File: src/rtl/pipe_hazard_ctrl.sv
// Pipeline control and hazard unit for the 5-stage core. It carries the decoded control word
// through E/M/W and resolves miss, redirect and load-use events into stall, flush and bubble actions.
module pipe_hazard_ctrl #(
  parameter int CTRL_W     = 16,
  parameter int REG_AW     = 5,
  parameter int CNT_W      = 32,
  parameter int MISS_MAX   = 64,
  parameter int LOADUSE_EN = 1
) (
  input  logic              i_clk,
  input  logic              i_reset,
  input  logic              i_ihit,
  input  logic              i_dhit,
  input  logic              i_valid_d,
  input  logic [CTRL_W-1:0] i_ctrl_d,
  input  logic              i_mem_d,
  input  logic              i_load_d,
  input  logic [REG_AW-1:0] i_rs1_d,
  input  logic [REG_AW-1:0] i_rs2_d,
  input  logic [REG_AW-1:0] i_rd_d,
  input  logic              i_redirect_m,
  output logic [CTRL_W-1:0] o_ctrl_e,
  output logic [CTRL_W-1:0] o_ctrl_m,
  output logic [CTRL_W-1:0] o_ctrl_w,
  output logic              o_valid_e,
  output logic              o_valid_m,
  output logic              o_valid_w,
  output logic              o_stall_f,
  output logic              o_stall_d,
  output logic              o_flush_d,
  output logic [1:0]        o_state,
  output logic              o_hang,
  output logic [CNT_W-1:0]  o_stall_cnt,
  output logic [CNT_W-1:0]  o_flush_cnt
);
  localparam int WC_W = $clog2(MISS_MAX + 1);

  typedef enum logic [1:0] {ST_RUN = 2'd0, ST_DWAIT = 2'd1, ST_IWAIT = 2'd2} state_t;

  state_t            r_state, w_state_nxt;
  logic              r_valid_e, r_valid_m, r_valid_w;
  logic [CTRL_W-1:0] r_ctrl_e, r_ctrl_m, r_ctrl_w;
  logic              r_mem_e, r_mem_m, r_load_e;
  logic [REG_AW-1:0] r_rd_e;
  logic [WC_W-1:0]   r_wait_cnt, w_wait_nxt;
  logic              r_hang;
  logic [CNT_W-1:0]  r_stall_cnt, r_flush_cnt;

  logic w_dmiss, w_redir, w_lu, w_imiss;
  logic w_act_dmiss, w_act_redir, w_act_lu, w_act_imiss;

  assign w_dmiss = r_valid_m & r_mem_m & ~i_dhit;
  assign w_redir = r_valid_m & i_redirect_m;
  assign w_lu    = (LOADUSE_EN != 0) & r_valid_e & r_load_e & (r_rd_e != '0) & i_valid_d &
                   ((r_rd_e == i_rs1_d) | (r_rd_e == i_rs2_d));
  assign w_imiss = ~i_ihit;

  // Only the highest-priority condition acts in a cycle.
  assign w_act_dmiss = w_dmiss;
  assign w_act_redir = ~w_dmiss & w_redir;
  assign w_act_lu    = ~w_dmiss & ~w_redir & w_lu;
  assign w_act_imiss = ~w_dmiss & ~w_redir & ~w_lu & w_imiss;

  always_comb begin
    o_stall_f = 1'b0;
    o_stall_d = 1'b0;
    o_flush_d = 1'b0;
    if (i_reset) begin
      o_flush_d = 1'b1;
    end else if (w_act_dmiss || w_act_lu) begin
      o_stall_f = 1'b1;
      o_stall_d = 1'b1;
    end else if (w_act_redir) begin
      o_flush_d = 1'b1;
    end else if (w_act_imiss) begin
      o_stall_f = 1'b1;
      o_flush_d = 1'b1;
    end
  end

  always_ff @(posedge i_clk) begin
    if (i_reset) begin
      r_valid_e <= 1'b0; r_valid_m <= 1'b0; r_valid_w <= 1'b0;
      r_ctrl_e  <= '0;   r_ctrl_m  <= '0;   r_ctrl_w  <= '0;
      r_mem_e   <= 1'b0; r_mem_m   <= 1'b0; r_load_e  <= 1'b0;
      r_rd_e    <= '0;
    end else if (w_act_dmiss) begin
      r_valid_w <= 1'b0;
      r_ctrl_w  <= '0;
    end else begin
      r_valid_w <= r_valid_m;
      r_ctrl_w  <= r_ctrl_m;
      if (w_act_redir) begin
        r_valid_m <= 1'b0; r_ctrl_m <= '0; r_mem_m <= 1'b0;
      end else begin
        r_valid_m <= r_valid_e; r_ctrl_m <= r_ctrl_e; r_mem_m <= r_mem_e;
      end
      // E takes D only on imiss or a normal advance; D fields are zeroed when D is empty.
      if (w_act_redir || w_act_lu) begin
        r_valid_e <= 1'b0; r_ctrl_e <= '0; r_mem_e <= 1'b0; r_load_e <= 1'b0; r_rd_e <= '0;
      end else begin
        r_valid_e <= i_valid_d;
        r_ctrl_e  <= i_valid_d ? i_ctrl_d : '0;
        r_mem_e   <= i_valid_d & i_mem_d;
        r_load_e  <= i_valid_d & i_load_d;
        r_rd_e    <= i_valid_d ? i_rd_d : '0;
      end
    end
  end

  always_comb begin
    w_state_nxt = ST_RUN;
    if (w_act_dmiss)      w_state_nxt = ST_DWAIT;
    else if (w_act_imiss) w_state_nxt = ST_IWAIT;
  end

  // wait_cnt holds the index of the current wait cycle (1 = first), restarting on a state change.
  always_comb begin
    w_wait_nxt = '0;
    if (w_state_nxt != ST_RUN) begin
      if (w_state_nxt != r_state)             w_wait_nxt = WC_W'(1);
      else if (r_wait_cnt != WC_W'(MISS_MAX)) w_wait_nxt = r_wait_cnt + WC_W'(1);
      else                                    w_wait_nxt = r_wait_cnt;
    end
  end

  always_ff @(posedge i_clk) begin
    if (i_reset) begin
      r_state     <= ST_RUN;
      r_wait_cnt  <= '0;
      r_hang      <= 1'b0;
      r_stall_cnt <= '0;
      r_flush_cnt <= '0;
    end else begin
      r_state    <= w_state_nxt;
      r_wait_cnt <= w_wait_nxt;
      r_hang     <= r_hang | (w_wait_nxt == WC_W'(MISS_MAX));
      if ((w_act_dmiss || w_act_lu || w_act_imiss) && r_stall_cnt != '1)
        r_stall_cnt <= r_stall_cnt + 1'b1;
      if (w_act_redir && r_flush_cnt != '1)
        r_flush_cnt <= r_flush_cnt + 1'b1;
    end
  end

  assign o_ctrl_e    = r_ctrl_e;
  assign o_ctrl_m    = r_ctrl_m;
  assign o_ctrl_w    = r_ctrl_w;
  assign o_valid_e   = r_valid_e;
  assign o_valid_m   = r_valid_m;
  assign o_valid_w   = r_valid_w;
  assign o_state     = r_state;
  assign o_hang      = r_hang;
  assign o_stall_cnt = r_stall_cnt;
  assign o_flush_cnt = r_flush_cnt;
endmodule

File: config.mk
export PLATFORM = sky130hd
export DESIGN_NAME = pipe_hazard_ctrl
export DESIGN_NICKNAME = d
export VERILOG_FILES = /design/src/rtl/pipe_hazard_ctrl.sv
export SDC_FILE = /design/constraint.sdc
export NUM_CORES = 1
export LEC_CHECK = 0
export ABC_AREA = 1
export CAP_MARGIN = 5
export CORE_ASPECT_RATIO = 0.75
export CORE_MARGIN = 4
export CORE_UTILIZATION = 60
export CTS_CLUSTER_DIAMETER = 100
export DETAILED_ROUTE_END_ITERATION = 8
export DONT_BUFFER_PORTS = 1
export PLACE_DENSITY = 0.75
export SYNTH_ARGS = -nofsm -noshare
export SYNTH_HDL_FRONTEND = slang
export SYNTH_SLANG_ARGS = --single-unit
File: constraint.sdc
create_clock -name i_clk -period 2.38 [get_ports i_clk]
set_input_delay 0.119 -clock i_clk [delete_from_list [all_inputs] [get_ports i_clk]]
set_output_delay 0.119 -clock i_clk [all_outputs]
set_load 0.01 [all_outputs]
==> impl_metrics.py <==
metrics = {
    "timing": {
        "rsz0062_at_grt": "no",
        "drv_slew": 0,
        "timing.fmax_ghz": 0.447,
        "final_period_minus_worst_setup_slack_ns": 2.24,
        "finalSetupViolCount": 0,
        "tightestPinTransition_ns": 0.787,
        "timing.max_slew.rel_slack_pct": 47.5,
        "finalClockSkew_ns": 0.00867,
        "finalHoldViolations": 0,
        "setup_total_neg_slack_ns": 0,
        "finalCritPeriodShare_pct": 94.0,
    },
    "worst_setup_path": {
        "timing_worst_setup_path_type": "flip-flop to flip-flop",
        "arr_time_crit_path_ns": 2.54,
        "worstSetupEndpointType": "flip-flop",
        "timing.critical_path.fanout_max": 22,
        "cp_data_required_time_ns": 2.68,
        "setup.worst_path.start_class": "flip-flop",
    },
    "cells_and_area": {
        "finalNetCount": 938,
        "share_of_layout_cells_above_drive_strength_1_pct": 13.3,
        "layout_commonest_cell": "sky130_fd_sc_hd__nand2_1",
        "synthToLayoutAreaGrowth_pct": 16.9,
        "most-common-layout-cells": "155 x sky130_fd_sc_hd__nand2_1, 133 x sky130_fd_sc_hd__dfxtp_1, 130 x sky130_fd_sc_hd__inv_1",
        "layout.core_utilization_pct": 73.9,
        "insertedDiodeCount": 0,
    },
    "global_routing": {
        "wire_length_of_the_first_global_routing_pass_um": 27700,
        "groute.usage.overall_pct": 28.2,
        "largest_net_degree_at_the_start_of_global_routing": 42,
        "globalRouteOverflowTotal": 0,
        "grt_antenna_before_repair": 0,
        "vias_in_the_first_global_route": 5671,
    },
    "synth": {
        "syn-num-nets": 896,
        "netlist_cell_types": 46,
        "netlist_area_um2": 6250,
        "ys_seq_elements": 133,
        "syn_inst": 853,
        "synth.yosys.seq_area_share_pct": 42.6,
        "postSynthAreaPerCell_um2": 7.33,
        "ys.warnings.count": 0,
    },
    "floorplanning": {
        "fp.dieW_um": 126,
        "floorplan.core_area_um2": 9890,
        "std_cell_rows": 31,
        "dieHeight_um": 96.4,
        "io_pins": 160,
        "die-area_um2": 12100,
        "initial_utilization_pct": 63.2,
    },
    "drt": {
        "drcViolationCount": 0,
        "drt-wirelength-per-cell_um": 16.3,
        "via_count": 5838,
        "drt-vias-per-instance": 5.61,
        "detailedRoute.firstPassIterationCount": 5,
        "routed_wl_um": 16900,
        "dr.first_iter.drc_count": 464,
        "antenna_violating_nets_post_route": 0,
    },
    "job": {
        "cap_viol_max_count": 0,
    },
    "pwr": {
        "cellLeakagePower_nw": 2.89,
        "power_density_nw_per_um2": 692,
        "worst_ir_drop_vdd_v": 0.000503,
    },
    "clock_network": {
        "insertion_delay_ns": 0.41,
        "cts.root.buffer_cell": "sky130_fd_sc_hd__clkbuf_16",
        "h-tree-depth": 4,
        "clkTransAtPathRegs_ns": 0.06,
        "clock_tree_from_tritoncts": "yes",
        "clock-sinks": 133,
        "cts_buffers": 17,
        "ctsLongestPathBuffers": 2,
    },
    "placed_design": {
        "place_hpwl_um": 12000,
        "gp_congestion": 0.952,
        "port_buffers": 0,
    },
    "status": {
        "outcome": "completed",
    },
    "hold_path": {
        "timing.hold.worst.class": "input pin to flip-flop",
    },
}
metal layers:
layer	GRT usage (%)	share of wire (%)	vias up
met5	0	0	-
met4	10.0	2.0	0
met3	8.35	8.1	34
met1	35.1	43	2748
li1	-	-	2820
met2	47.3	47	236
sequential cells by signal (all words and copies together), names as in the netlist:
signal / cells
o_ctrl_e: 16
o_ctrl_m: 16
o_ctrl_w: 16
o_flush_cnt: 32
o_hang: 1
o_stall_cnt: 32
o_state: 2
o_valid_e: 1
o_valid_m: 1
o_valid_w: 1
r_load_e: 1
r_mem_e: 1
r_mem_m: 1
r_rd_e: 5
r_wait_cnt: 7
logic make-up after synthesis:
| logic type | synth area share (%) |
|---|---|
| adders and majority gates | 0.801 |
| xor gates and xnor gates | 3.64 |
| AOI/OAI and AO/OA | 10.3 |
| DFF | 42.6 |
| buffers and inverters | 10.5 |
| and+or+nand+nor | 32.1 |
path summary, 6_finish.rpt:
path | start | end | slack (ns) | depth (start not counted)
min reg2reg | r_mem_e$_SDFFE_PP0N_ | r_mem_m$_SDFFE_PP0N_ | 0.47 | 2
max reg2reg | o_stall_cnt[0]$_SDFFE_PP0P_ | o_stall_cnt[29]$_SDFFE_PP0P_ | 0.14 | 12
min | i_reset | o_flush_cnt[20]$_SDFFE_PP0P_ | 0.03 | 2
max | o_stall_cnt[0]$_SDFFE_PP0P_ | o_stall_cnt[29]$_SDFFE_PP0P_ | 0.14 | 12
stage by stage:
stage	instances	total power [mW]	hold WS, ns	cell area (um2)	worst slack [ns]
2_1_floorplan	853	2.51	0.266	6250	0.523
3_3_place_gp	983	2.53	0.200	6460	0.273
3_5_place_dp	983	2.54	0.204	6460	0.180
4_1_cts	1040	5.07	0.0185	7300	0.160
5_1_grt	1040	5.22	0.0297	7310	0.0196
6_report	1040	5.06	0.0304	7310	0.143
layout make-up:
cell class                      count  area (um2)
Clock buffer                       19         453
Clock inverter                     13         123
Multi-Input combinational cell    554        2940
Timing Repair Buffer               45         423
Sequential cell                   133        2660
Fill cell                         780        2580
Inverter                          144         546
Tap cell                          132         165
repair_timing:
action,CTS,global route
setup buffers,0,0
resized for setup,0,2
hold buffers,25,0
endpoints found under the setup margin,0,2
hold endpoints to repair,64,0
report_power, final:
group / switching (mW) / internal [mW] / total, mW
Clock: 1.01 / 1.50 / 2.51
Combinational: 0.146 / 0.0865 / 0.232
Sequential: 0.0495 / 2.27 / 2.32
Total: 1.21 / 3.85 / 5.06
critical path, cell delays in order, from the launching register on:
cell                      delay (ns)
sky130_fd_sc_hd__dfxtp_1        0.43
sky130_fd_sc_hd__ha_1           0.24
sky130_fd_sc_hd__inv_1          0.12
sky130_fd_sc_hd__nor3_4         0.19
sky130_fd_sc_hd__nand2_1        0.09
sky130_fd_sc_hd__nor2_2         0.16
sky130_fd_sc_hd__nand4_1        0.16
sky130_fd_sc_hd__nand2_4        0.25
sky130_fd_sc_hd__inv_6          0.13
sky130_fd_sc_hd__nand2_2        0.11
sky130_fd_sc_hd__nor2_2         0.05
sky130_fd_sc_hd__a21oi_1        0.13
sky130_fd_sc_hd__nor2_1         0.06
synth_stat cells (all sizes together):
cell type    n  share of area (%)
nor2       101                6.9
and2         1               0.10
buf          7               0.94
o21ba        1               0.16
a21oi       40                3.3
o22ai        6               0.60
a211oi       1               0.12
nand3b       1               0.12
o21a         2               0.24
nand4       23                2.6
nand2      167                 11
nor4         5               0.84
o21ai       65                5.2
clkbuf      15               0.90
dfxtp      133                 43
inv        144                8.7
nand3       50                4.6
a31oi        1               0.10
o21bai       3               0.36
xor2        14                2.0
nor3b        9                1.4
xnor2       12                1.7
nor3        43                4.6
ha           4               0.80
o31ai        2               0.24
and3         3               0.30
No activity file was read; power rests on OpenSTA's default activity.
